**src/rtl/reorder_buffer_if.sv**
```systemverilog
// Issue, CDB and commit signal bundle between the Tomasulo front end and reorder_buffer.
// master = issue/CDB/register-file side, slave = the reorder buffer.
interface reorder_buffer_if;
    logic        rdy;

    logic        alloc_valid;
    logic        alloc_has_rd;
    logic [4:0]  alloc_rd;
    logic        alloc_is_branch;
    logic        alloc_is_store;
    logic        alloc_pred_taken;
    logic [31:0] alloc_pc;
    logic        alloc_ready;
    logic [31:0] alloc_value;
    logic [3:0]  alloc_tag;
    logic        rob_full;

    logic        cdb_valid;
    logic [3:0]  cdb_tag;
    logic [31:0] cdb_value;
    logic        cdb_taken;
    logic [31:0] cdb_target;

    logic        register_update_flag;
    logic [4:0]  register_commit_dest;
    logic [31:0] register_commit_value;
    logic [3:0]  rename_of_commit_ins;
    logic        store_commit;
    logic [3:0]  store_commit_tag;
    logic        rob_flush;
    logic [31:0] flush_pc;

    modport master (
        output rdy,
        output alloc_valid, alloc_has_rd, alloc_rd, alloc_is_branch, alloc_is_store,
        output alloc_pred_taken, alloc_pc, alloc_ready, alloc_value,
        input  alloc_tag, rob_full,
        output cdb_valid, cdb_tag, cdb_value, cdb_taken, cdb_target,
        input  register_update_flag, register_commit_dest, register_commit_value,
        input  rename_of_commit_ins, store_commit, store_commit_tag, rob_flush, flush_pc
    );

    modport slave (
        input  rdy,
        input  alloc_valid, alloc_has_rd, alloc_rd, alloc_is_branch, alloc_is_store,
        input  alloc_pred_taken, alloc_pc, alloc_ready, alloc_value,
        output alloc_tag, rob_full,
        input  cdb_valid, cdb_tag, cdb_value, cdb_taken, cdb_target,
        output register_update_flag, register_commit_dest, register_commit_value,
        output rename_of_commit_ins, store_commit, store_commit_tag, rob_flush, flush_pc
    );
endinterface

```
**src/rtl/reorder_buffer.sv**
```systemverilog
// 16-entry circular reorder buffer: tag allocation, CDB capture, in-order single retirement.
// Optional ROB_HEAD_BYPASS_EN lets a CDB write to the waiting head commit in the same cycle.
module reorder_buffer #(
    parameter int ROB_DEPTH = 16  // tags are 4 bits wide, so this must stay 16
) (
    input  logic            clk,
    input  logic            rst,
    reorder_buffer_if.slave rob
);
    typedef struct packed {
        logic        ready;
        logic        has_rd;
        logic [4:0]  rd;
        logic [31:0] value;
        logic        is_branch;
        logic        is_store;
        logic        pred_taken;
        logic        taken;
        logic [31:0] target;
        logic [31:0] pc;
    } entry_t;

    logic [ROB_DEPTH-1:0] busy;
    entry_t               ent [ROB_DEPTH];
    logic [3:0]           head;
    logic [3:0]           tail;
    logic [4:0]           count;

    entry_t      head_ent;
    entry_t      new_ent;
    logic        head_busy;
    logic        bypass_hit;
    logic        commit;
    logic        mispredict;
    logic        alloc_ok;
    logic        cdb_hit;
    logic        reg_write;
    logic [31:0] c_value;
    logic [31:0] c_target;
    logic        c_taken;

    assign head_ent  = ent[head];
    assign head_busy = busy[head];

`ifdef ROB_HEAD_BYPASS_EN
    assign bypass_hit = rob.cdb_valid && (rob.cdb_tag == head) && head_busy && !head_ent.ready;
`else
    assign bypass_hit = 1'b0;
`endif

    // Result fields of the retiring entry, taken straight off the CDB on a bypass.
    assign c_value  = bypass_hit ? rob.cdb_value  : head_ent.value;
    assign c_taken  = bypass_hit ? rob.cdb_taken  : head_ent.taken;
    assign c_target = bypass_hit ? rob.cdb_target : head_ent.target;

    assign commit     = head_busy && (head_ent.ready || bypass_hit);
    assign mispredict = commit && head_ent.is_branch && (c_taken != head_ent.pred_taken);
    assign reg_write  = commit && !mispredict && head_ent.has_rd && (head_ent.rd != 5'd0);
    assign cdb_hit    = rob.cdb_valid && busy[rob.cdb_tag];

    assign rob.rob_full  = (count == 5'd16);
    assign rob.alloc_tag = tail;
    assign alloc_ok      = rob.alloc_valid && !rob.rob_full && !mispredict;

    always_comb begin
        new_ent            = '0;
        new_ent.ready      = rob.alloc_ready;
        new_ent.has_rd     = rob.alloc_has_rd;
        new_ent.rd         = rob.alloc_rd;
        new_ent.value      = rob.alloc_ready ? rob.alloc_value : 32'd0;
        new_ent.is_branch  = rob.alloc_is_branch;
        new_ent.is_store   = rob.alloc_is_store;
        new_ent.pred_taken = rob.alloc_pred_taken;
        new_ent.pc         = rob.alloc_pc;
    end

    always_ff @(posedge clk) begin
        if (rst) begin
            busy                      <= '0;
            head                      <= 4'd0;
            tail                      <= 4'd0;
            count                     <= 5'd0;
            rob.register_update_flag  <= 1'b0;
            rob.register_commit_dest  <= 5'd0;
            rob.register_commit_value <= 32'd0;
            rob.rename_of_commit_ins  <= 4'd0;
            rob.store_commit          <= 1'b0;
            rob.store_commit_tag      <= 4'd0;
            rob.rob_flush             <= 1'b0;
            rob.flush_pc              <= 32'd0;
        end else if (rob.rdy) begin
            rob.register_update_flag <= reg_write;
            rob.store_commit         <= commit && head_ent.is_store;
            rob.rob_flush            <= mispredict;
            if (reg_write) begin
                rob.register_commit_dest  <= head_ent.rd;
                rob.register_commit_value <= c_value;
                rob.rename_of_commit_ins  <= head;
            end
            if (commit && head_ent.is_store)
                rob.store_commit_tag <= head;
            if (mispredict)
                rob.flush_pc <= c_taken ? c_target : head_ent.pc + 32'd4;

            // A mispredict squashes everything, including this cycle's alloc and CDB write.
            if (mispredict) begin
                busy  <= '0;
                head  <= 4'd0;
                tail  <= 4'd0;
                count <= 5'd0;
            end else begin
                if (cdb_hit) begin
                    ent[rob.cdb_tag].ready  <= 1'b1;
                    ent[rob.cdb_tag].value  <= rob.cdb_value;
                    ent[rob.cdb_tag].taken  <= rob.cdb_taken;
                    ent[rob.cdb_tag].target <= rob.cdb_target;
                end
                if (commit) begin
                    busy[head] <= 1'b0;
                    head       <= head + 4'd1;
                end
                // tail never aliases a busy head here: alloc is refused when full
                if (alloc_ok) begin
                    busy[tail] <= 1'b1;
                    ent[tail]  <= new_ent;
                    tail       <= tail + 4'd1;
                end
                count <= count + {4'd0, alloc_ok} - {4'd0, commit};
            end
        end
    end
endmodule
```
**src/flat_wrapper.sv**
```systemverilog
// flat-port wrapper written by rule: the top's interface ports become plain ports
module reorder_buffer_flat 
#(
    parameter int ROB_DEPTH = 16                                               
)
  (clk, rst, rob_rdy, rob_alloc_valid, rob_alloc_has_rd, rob_alloc_rd, rob_alloc_is_branch, rob_alloc_is_store, rob_alloc_pred_taken, rob_alloc_pc, rob_alloc_ready, rob_alloc_value, rob_alloc_tag, rob_rob_full, rob_cdb_valid, rob_cdb_tag, rob_cdb_value, rob_cdb_taken, rob_cdb_target, rob_register_update_flag, rob_register_commit_dest, rob_register_commit_value, rob_rename_of_commit_ins, rob_store_commit, rob_store_commit_tag, rob_rob_flush, rob_flush_pc);
  reorder_buffer_if rob_i ();
  input  logic clk;
  input  logic rst;
  input wire logic [$bits(rob_i.rdy)-1:0] rob_rdy;
  input wire logic [$bits(rob_i.alloc_valid)-1:0] rob_alloc_valid;
  input wire logic [$bits(rob_i.alloc_has_rd)-1:0] rob_alloc_has_rd;
  input wire logic [$bits(rob_i.alloc_rd)-1:0] rob_alloc_rd;
  input wire logic [$bits(rob_i.alloc_is_branch)-1:0] rob_alloc_is_branch;
  input wire logic [$bits(rob_i.alloc_is_store)-1:0] rob_alloc_is_store;
  input wire logic [$bits(rob_i.alloc_pred_taken)-1:0] rob_alloc_pred_taken;
  input wire logic [$bits(rob_i.alloc_pc)-1:0] rob_alloc_pc;
  input wire logic [$bits(rob_i.alloc_ready)-1:0] rob_alloc_ready;
  input wire logic [$bits(rob_i.alloc_value)-1:0] rob_alloc_value;
  output wire logic [$bits(rob_i.alloc_tag)-1:0] rob_alloc_tag;
  output wire logic [$bits(rob_i.rob_full)-1:0] rob_rob_full;
  input wire logic [$bits(rob_i.cdb_valid)-1:0] rob_cdb_valid;
  input wire logic [$bits(rob_i.cdb_tag)-1:0] rob_cdb_tag;
  input wire logic [$bits(rob_i.cdb_value)-1:0] rob_cdb_value;
  input wire logic [$bits(rob_i.cdb_taken)-1:0] rob_cdb_taken;
  input wire logic [$bits(rob_i.cdb_target)-1:0] rob_cdb_target;
  output wire logic [$bits(rob_i.register_update_flag)-1:0] rob_register_update_flag;
  output wire logic [$bits(rob_i.register_commit_dest)-1:0] rob_register_commit_dest;
  output wire logic [$bits(rob_i.register_commit_value)-1:0] rob_register_commit_value;
  output wire logic [$bits(rob_i.rename_of_commit_ins)-1:0] rob_rename_of_commit_ins;
  output wire logic [$bits(rob_i.store_commit)-1:0] rob_store_commit;
  output wire logic [$bits(rob_i.store_commit_tag)-1:0] rob_store_commit_tag;
  output wire logic [$bits(rob_i.rob_flush)-1:0] rob_rob_flush;
  output wire logic [$bits(rob_i.flush_pc)-1:0] rob_flush_pc;
  assign rob_i.rdy = rob_rdy;
  assign rob_i.alloc_valid = rob_alloc_valid;
  assign rob_i.alloc_has_rd = rob_alloc_has_rd;
  assign rob_i.alloc_rd = rob_alloc_rd;
  assign rob_i.alloc_is_branch = rob_alloc_is_branch;
  assign rob_i.alloc_is_store = rob_alloc_is_store;
  assign rob_i.alloc_pred_taken = rob_alloc_pred_taken;
  assign rob_i.alloc_pc = rob_alloc_pc;
  assign rob_i.alloc_ready = rob_alloc_ready;
  assign rob_i.alloc_value = rob_alloc_value;
  assign rob_alloc_tag = rob_i.alloc_tag;
  assign rob_rob_full = rob_i.rob_full;
  assign rob_i.cdb_valid = rob_cdb_valid;
  assign rob_i.cdb_tag = rob_cdb_tag;
  assign rob_i.cdb_value = rob_cdb_value;
  assign rob_i.cdb_taken = rob_cdb_taken;
  assign rob_i.cdb_target = rob_cdb_target;
  assign rob_register_update_flag = rob_i.register_update_flag;
  assign rob_register_commit_dest = rob_i.register_commit_dest;
  assign rob_register_commit_value = rob_i.register_commit_value;
  assign rob_rename_of_commit_ins = rob_i.rename_of_commit_ins;
  assign rob_store_commit = rob_i.store_commit;
  assign rob_store_commit_tag = rob_i.store_commit_tag;
  assign rob_rob_flush = rob_i.rob_flush;
  assign rob_flush_pc = rob_i.flush_pc;
  reorder_buffer #(.ROB_DEPTH(ROB_DEPTH)) u_core (.clk(clk), .rst(rst), .rob(rob_i));
endmodule
```
**config.mk**
```make
export PLATFORM = sky130hd
export DESIGN_NAME = reorder_buffer_flat
export DESIGN_NICKNAME = d
export VERILOG_FILES = /design/src/rtl/reorder_buffer_if.sv /design/src/rtl/reorder_buffer.sv /design/src/flat_wrapper.sv
export SDC_FILE = /design/constraint.sdc
export NUM_CORES = 2
export LEC_CHECK = 0
export CAP_MARGIN = 20
export CORE_ASPECT_RATIO = 0.75
export CORE_MARGIN = 3
export CORE_UTILIZATION = 45
export DETAILED_ROUTE_END_ITERATION = 7
export DONT_BUFFER_PORTS = 1
export PLACE_DENSITY = 0.65
export SLEW_MARGIN = 15
export SYNTH_ARGS = -nofsm -noshare
export SYNTH_HDL_FRONTEND = slang
export SYNTH_SLANG_ARGS = --single-unit
```
**constraint.sdc**
```tcl
create_clock -name clk -period 5.75 [get_ports clk]
set_clock_uncertainty 0.2 [all_clocks]
set_input_delay 0.2875 -clock clk [delete_from_list [all_inputs] [get_ports clk]]
set_output_delay 0.2875 -clock clk [all_outputs]
set_load 0.02 [all_outputs]
```
; Word level (Yosys, flattened, before mapping)
; Memories as Yosys holds them, arrays and structs flattened. A register that Yosys moved wholly into a read port is not among the register bits.
; Cells that the tools add are included.
[word_totals]
memories = 1
inputBits = 148
word_cells = 83
ram_bits = 1712
output_inout_bits = 85
reg_bits = 109
[op_classes]
muxes = 33
bitwise = 3
eq_ne = 2
n_addsub = 5
reduce_logical = 22
n_lt_le_gt_ge = 5
[memory_table]
columns = name, words, width, read_ports, rd_ports_with_merged_regs, wr, line_no
row1 = u_core.ent, 16, 107, 1, 1, 2, reorder_buffer.sv:24  ; entry_t ent [ROB_DEPTH];
[ops]
columns = cell, count
row1 = 2-to-1 mux 16 bit, 6
row2 = 2-to-1 mux 32 bit, 2
row3 = "adder 32 x 3 -> 32 bit, second input constant", 1
row4 = 2-to-1 mux 4 bit, 6
row5 = AND 16 bit, 1
row6 = NOT 16 bit, 1
row7 = bitwise OR 16 bit, 1
row8 = "< comparator 4 x 5 -> 1 bit, second input constant", 3
row9 = 2-to-1 mux 1 bit, 14
row10 = logical AND 1 bit, 12
row11 = AND reduction 2 bit, 5
row12 = "adder 4 x 1 -> 4 bit, second input constant", 2
row13 = binary-select mux 1 bit (select 4 bit), 2
row14 = demux 1 bit (select 4 bit), 2
row15 = ">= comparator 4 x 1 -> 1 bit, second input constant", 2
row16 = adder 5 x 1 -> 5 bit, 1
row17 = "equality test 5 bit, second input constant", 1
row18 = 2-to-1 mux 5 bit, 1
row19 = nonzero test 5 bit, 1
row20 = subtractor 5 x 1 -> 5 bit, 1
row21 = nonzero test 2 bit, 2
row22 = logical NOT 1 bit, 2
row23 = != test 1 bit, 1

; Logic depth before layout (Yosys ltp)
[logic_depth]
depth_word = 13
mapped_depth = 19
depth_no_buf = 17

; Worst setup path after synthesis
; No wires, ideal clock.
[synth_path]
path_type = register to register
from = reg with a tool-made name
to = mem u_core.ent[1][68] (netlist bit), enable pin
required_time_ns = 5.082
synth_period_minus_slack_ns = 5.038
setup_time_ns = 0.468
arrival_ns = 4.370
n_path_buf = 4
path_stages_with_launch = 10
slack_ns = 0.712
cell_sequence = dfxtp_1 -> buf_6 -> buf_12 -> mux4_1 -> a22oi_1 -> a22oi_2 -> a21boi_4 -> buf_2 -> buf_2 -> o21ai_0
[synth_rtl]
columns = element, line_no
row1 = to (decl), reorder_buffer.sv:24

==> flow_summary_export.csv <==
group,metric,value,unit
setup_path,cp-end-kind,"register",
clocking,post_cts_resized,0,
global_route,grt_overflow,0,
die,io_pins,233,
logic_synthesis,syn_area,80300,um2
die,dieWidth,494,um
pwr,powerDensity,304,nW/um2
drt,wire_per_inst,30.5,um
sta,period_minus_slack,4.85,ns
drt,drt-pass1-iter-count,6,
setup_path,path_class,"register to register",
die,start_util,45.5,%
logic_synthesis,yosysWarningCount,0,
placed_design,io_buffers,0,
cells_and_area,area_growth,11.4,%
die,row_count,133,
clocking,insertion_delay,0.84,ns
sta,fin_crit_sh,84.3,%
drt,initialDrtViolationCount,7173,
logic_synthesis,syn_nets,5816,
cells_and_area,layout-drive-gt1-share,25.8,%
pwr,p_sw_share,22.3,%
pwr,clockPowerShare,43.0,%
cells_and_area,fin_util,50.8,%
drt,remaining_drc_errors,0,
logic_synthesis,synth_async_sr_flop_share,0,%
logic_synthesis,synth_flop_cell,"edfxtp_1",
setup_path,path_buf_inv,3,
drt,post_drt_via_cell_ratio,6.32,
clocking,path_clk_slew,0.06,ns
logic_synthesis,ys_seq_area_share,60.0,%
global_route,grt_max_degree,163,
logic_synthesis,avgSynthCellArea,14.2,um2
pwr,pwr-share-seq,51.7,%
global_route,grt_first_pass_wirelength,358,mm
clocking,ctsRootBufferMaster,"clkbuf_16",
logic_synthesis,ys_types,80,
setup_path,critPathRequiredTime,6.26,ns
setup_path,path_delay_family,"buffers and inverters",
setup_path,crit_path_cell_trace,"buf_4, buf_12, mux4_2, mux4_2, a21oi_1, a211oi_1, dlygate4sd3_1",
setup_path,crit_path_max_incr_delay,0.84,ns
setup_path,critPathLaunchType,"register",
die,coreArea,176000,um2
sta,fin_tns_setup,0,ns
sta,setup_viol,0,
outcome,status,"finished clean",
setup_path,crit_top_cell,"mux4_2",
global_route,grt_pass1_vias,50100,
drt,ant_nets,0,
logic_synthesis,ys_ff_latch,1825,
sta,grt_setup_unrepaired,"no",
clocking,cts.sinks,1825,
sta,hold_ws,0.0664,ns
clocking,cts_tree,"built",
pwr,comb_power_share,5.3,%
placed_design,hpwl,133,mm
sta,worst_pin_slew,1.15,ns
setup_path,arrival,5.35,ns
die,die-area,184000,um2
pwr,power_switching,0.00609,W
clocking,numCtsBuffers,180,
die,die_y,372,um
setup_path,cp_max_fo,91,
clocking,clock_path_buffers,3,
global_route,grt.total_usage,26.6,%
logic_synthesis,netlist_instances,5652,
global_route,antenna_found_initial,42,
cells_and_area,nets,5736,
placed_design,gp_congestion,0.844,
sta,slew_headroom,23.5,%
clocking,htree_num_levels,4,
logic_synthesis,synth_edf_count,1168,
flow_run,drv_cap,0,
worst_hold_path,hold_class,"primary input to register",
sta,maxSlewViolCount,0,
sta,fmax,0.206,GHz
setup_path,slowest_stage,"buf_4",
cells_and_area,fillers,14600,
pwr,p_leak,28.8,nW
drt,drt_wl_total,247,mm
pwr,vdd_drop_max,0.313,mV
drt,vias,51300,
sta,final_hold_viol_count,0,
pwr,internal-power,0.0212,W
cell families after synthesis:
kind of cell / after synthesis / synth area share, %
flops: 1825 / 60.0
mux: 1192 / 23.6
xor+xnor: 25 / 0.273
compound gates: 1068 / 7.10
simple gates: 981 / 5.25
buf+inv: 545 / 3.55
fa+ha+maj: 16 / 0.259
stage by stage:
step	worst slack, ns	std cells	power, W	cell area, um2
floorplan	0.712	5652	0.0153	80300
global placement	1.27	7630	0.0155	82400
detailed placement	1.21	7630	0.0155	82400
CTS	0.963	8085	0.0274	89400
global route	0.859	8103	0.0280	89500
finish	0.904	8111	0.0272	89500
cell usage in the layout (no fill, tap or decap), types with 8 or more instances in the layout:
cell type / synthesis / layout
edfxtp_1: 1168 / 1168
dfxtp_1: 657 / 653
nand2_1: 557 / 544
mux2_2: 506 / 506
mux4_2: 475 / 475
o21ai_0: 470 / 467
a21oi_1: 474 / 460
nor2_1: 221 / 206
clkbuf_16: 0 / 183
mux2i_1: 177 / 177
dlygate4sd3_1: 1 / 119
buf_4: 38 / 116
nand3_1: 50 / 50
clkbuf_1: 234 / 50
a22oi_1: 35 / 35
and2_0: 33 / 33
clkinv_2: 0 / 32
nor2_4: 0 / 27
buf_12: 8 / 27
diode_2: 0 / 24
mux4_1: 24 / 24
clkbuf_8: 0 / 24
o22ai_1: 21 / 21
clkinv_1: 0 / 19
inv_1: 15 / 15
a21oi_4: 0 / 15
ha_1: 15 / 15
nand4_1: 14 / 14
and3_1: 13 / 13
nand2_2: 0 / 13
xor2_1: 13 / 13
a22o_1: 12 / 12
xnor2_1: 12 / 12
nor3_1: 10 / 10
a211oi_1: 10 / 10
nor3b_1: 9 / 9
mux2_1: 9 / 9
and2_1: 9 / 8
cell type report:
| cell class | count | area, um2 | area share [%] |
|---|---|---|---|
| multi-input cells | 3282 | 29700 | 33.2 |
| diodes | 24 | 60.1 | 0.0671 |
| flip-flops and latches | 1825 | 48200 | 53.9 |
| inverters | 18 | 82.6 | 0.0922 |
| well taps | 2362 | 2960 | 3.30 |
| clock inverters | 77 | 716 | 0.799 |
| clock buffers | 258 | 5100 | 5.70 |
| repair buffers | 265 | 2690 | 3.00 |
registers in the layout, summed over array words and instances, names as in the netlist, 4 cells and up, named ones only:
register	count
u_core.busy	16
u_core.count	5
u_core.ent	1712
u_core.head	4
u_core.rob.alloc_tag	4
u_core.rob.flush_pc	32
u_core.rob.register_commit_dest	5
u_core.rob.register_commit_value	32
u_core.rob.rename_of_commit_ins	4
u_core.rob.store_commit_tag	4
worst register-to-register path, delay by kind of cell, from the launching register on:
kind,cells,cell delay (ns)
buf+inv,3,2.08
mux,2,1.18
compound gates,2,0.66
flops,1,0.59
metal layers:
metal	vias up	wire, um	share of wire (%)	GRT usage, %
met2	2975	114000	46	40.8
met4	16	7550	3.1	8.32
met5	-	107	0.043	0
met3	481	26300	11	6.48
met1	26400	99400	40	37.4
li1	21400	-	-	-
power by group through the flow:
| stage | clock, W | combinational (W) | sequential, W |
|---|---|---|---|
| floorplan | 0 | 0.00101 | 0.0143 |
| global placement | 0 | 0.00116 | 0.0144 |
| detailed placement | 0 | 0.00118 | 0.0144 |
| CTS | 0.0119 | 0.00144 | 0.0141 |
| global route | 0.0124 | 0.00155 | 0.0141 |
| finish | 0.0117 | 0.00144 | 0.0141 |
Yosys cell counts, types with 8 or more instances:
master,number,area [um2]
nor2_2,13,81.3
mux4_1,24,631
a22oi_1,35,263
nor2_1,221,830
nand3_1,50,250
buf_1,37,139
and2_0,33,206
inv_1,15,56.3
and3_1,13,81.3
a22o_1,12,105
mux2i_1,177,1770
mux2_1,9,101
buf_2,165,826
mux2_2,506,5700
nand4_1,14,87.6
buf_4,38,285
and2_1,9,56.3
buf_6,30,338
nand2_1,557,2090
nor3b_1,9,67.6
o21ai_0,470,2350
buf_12,8,160
o22ai_1,21,131
edfxtp_1,1168,35100
mux4_2,475,10700
clkbuf_1,234,878
dfxtp_1,657,13200
a211oi_1,10,75.1
nor3_1,10,50.1
xor2_1,13,114
xnor2_1,12,105
ha_1,15,188
a21oi_1,474,2370
path summary, 6_finish.rpt:
check	start	to	slack (ns)	depth (start not counted)
worst max-delay path	register	u_core.rob.flush_pc[2]	0.90	7
worst min-delay path	rob_cdb_tag[2]	u_core.ent[7][75]	0.07	3
worst max register to register	register	u_core.rob.flush_pc[2]	0.90	7
worst min register to register	u_core.count[0]	u_core.count[0]	0.27	2
repair_timing:
item	4_1_cts	5_1_grt
hold buffers	120	0
buffers inserted	0	0
endpoints found under the hold margin	1842	0
Power figures use the tool's default switching activity.
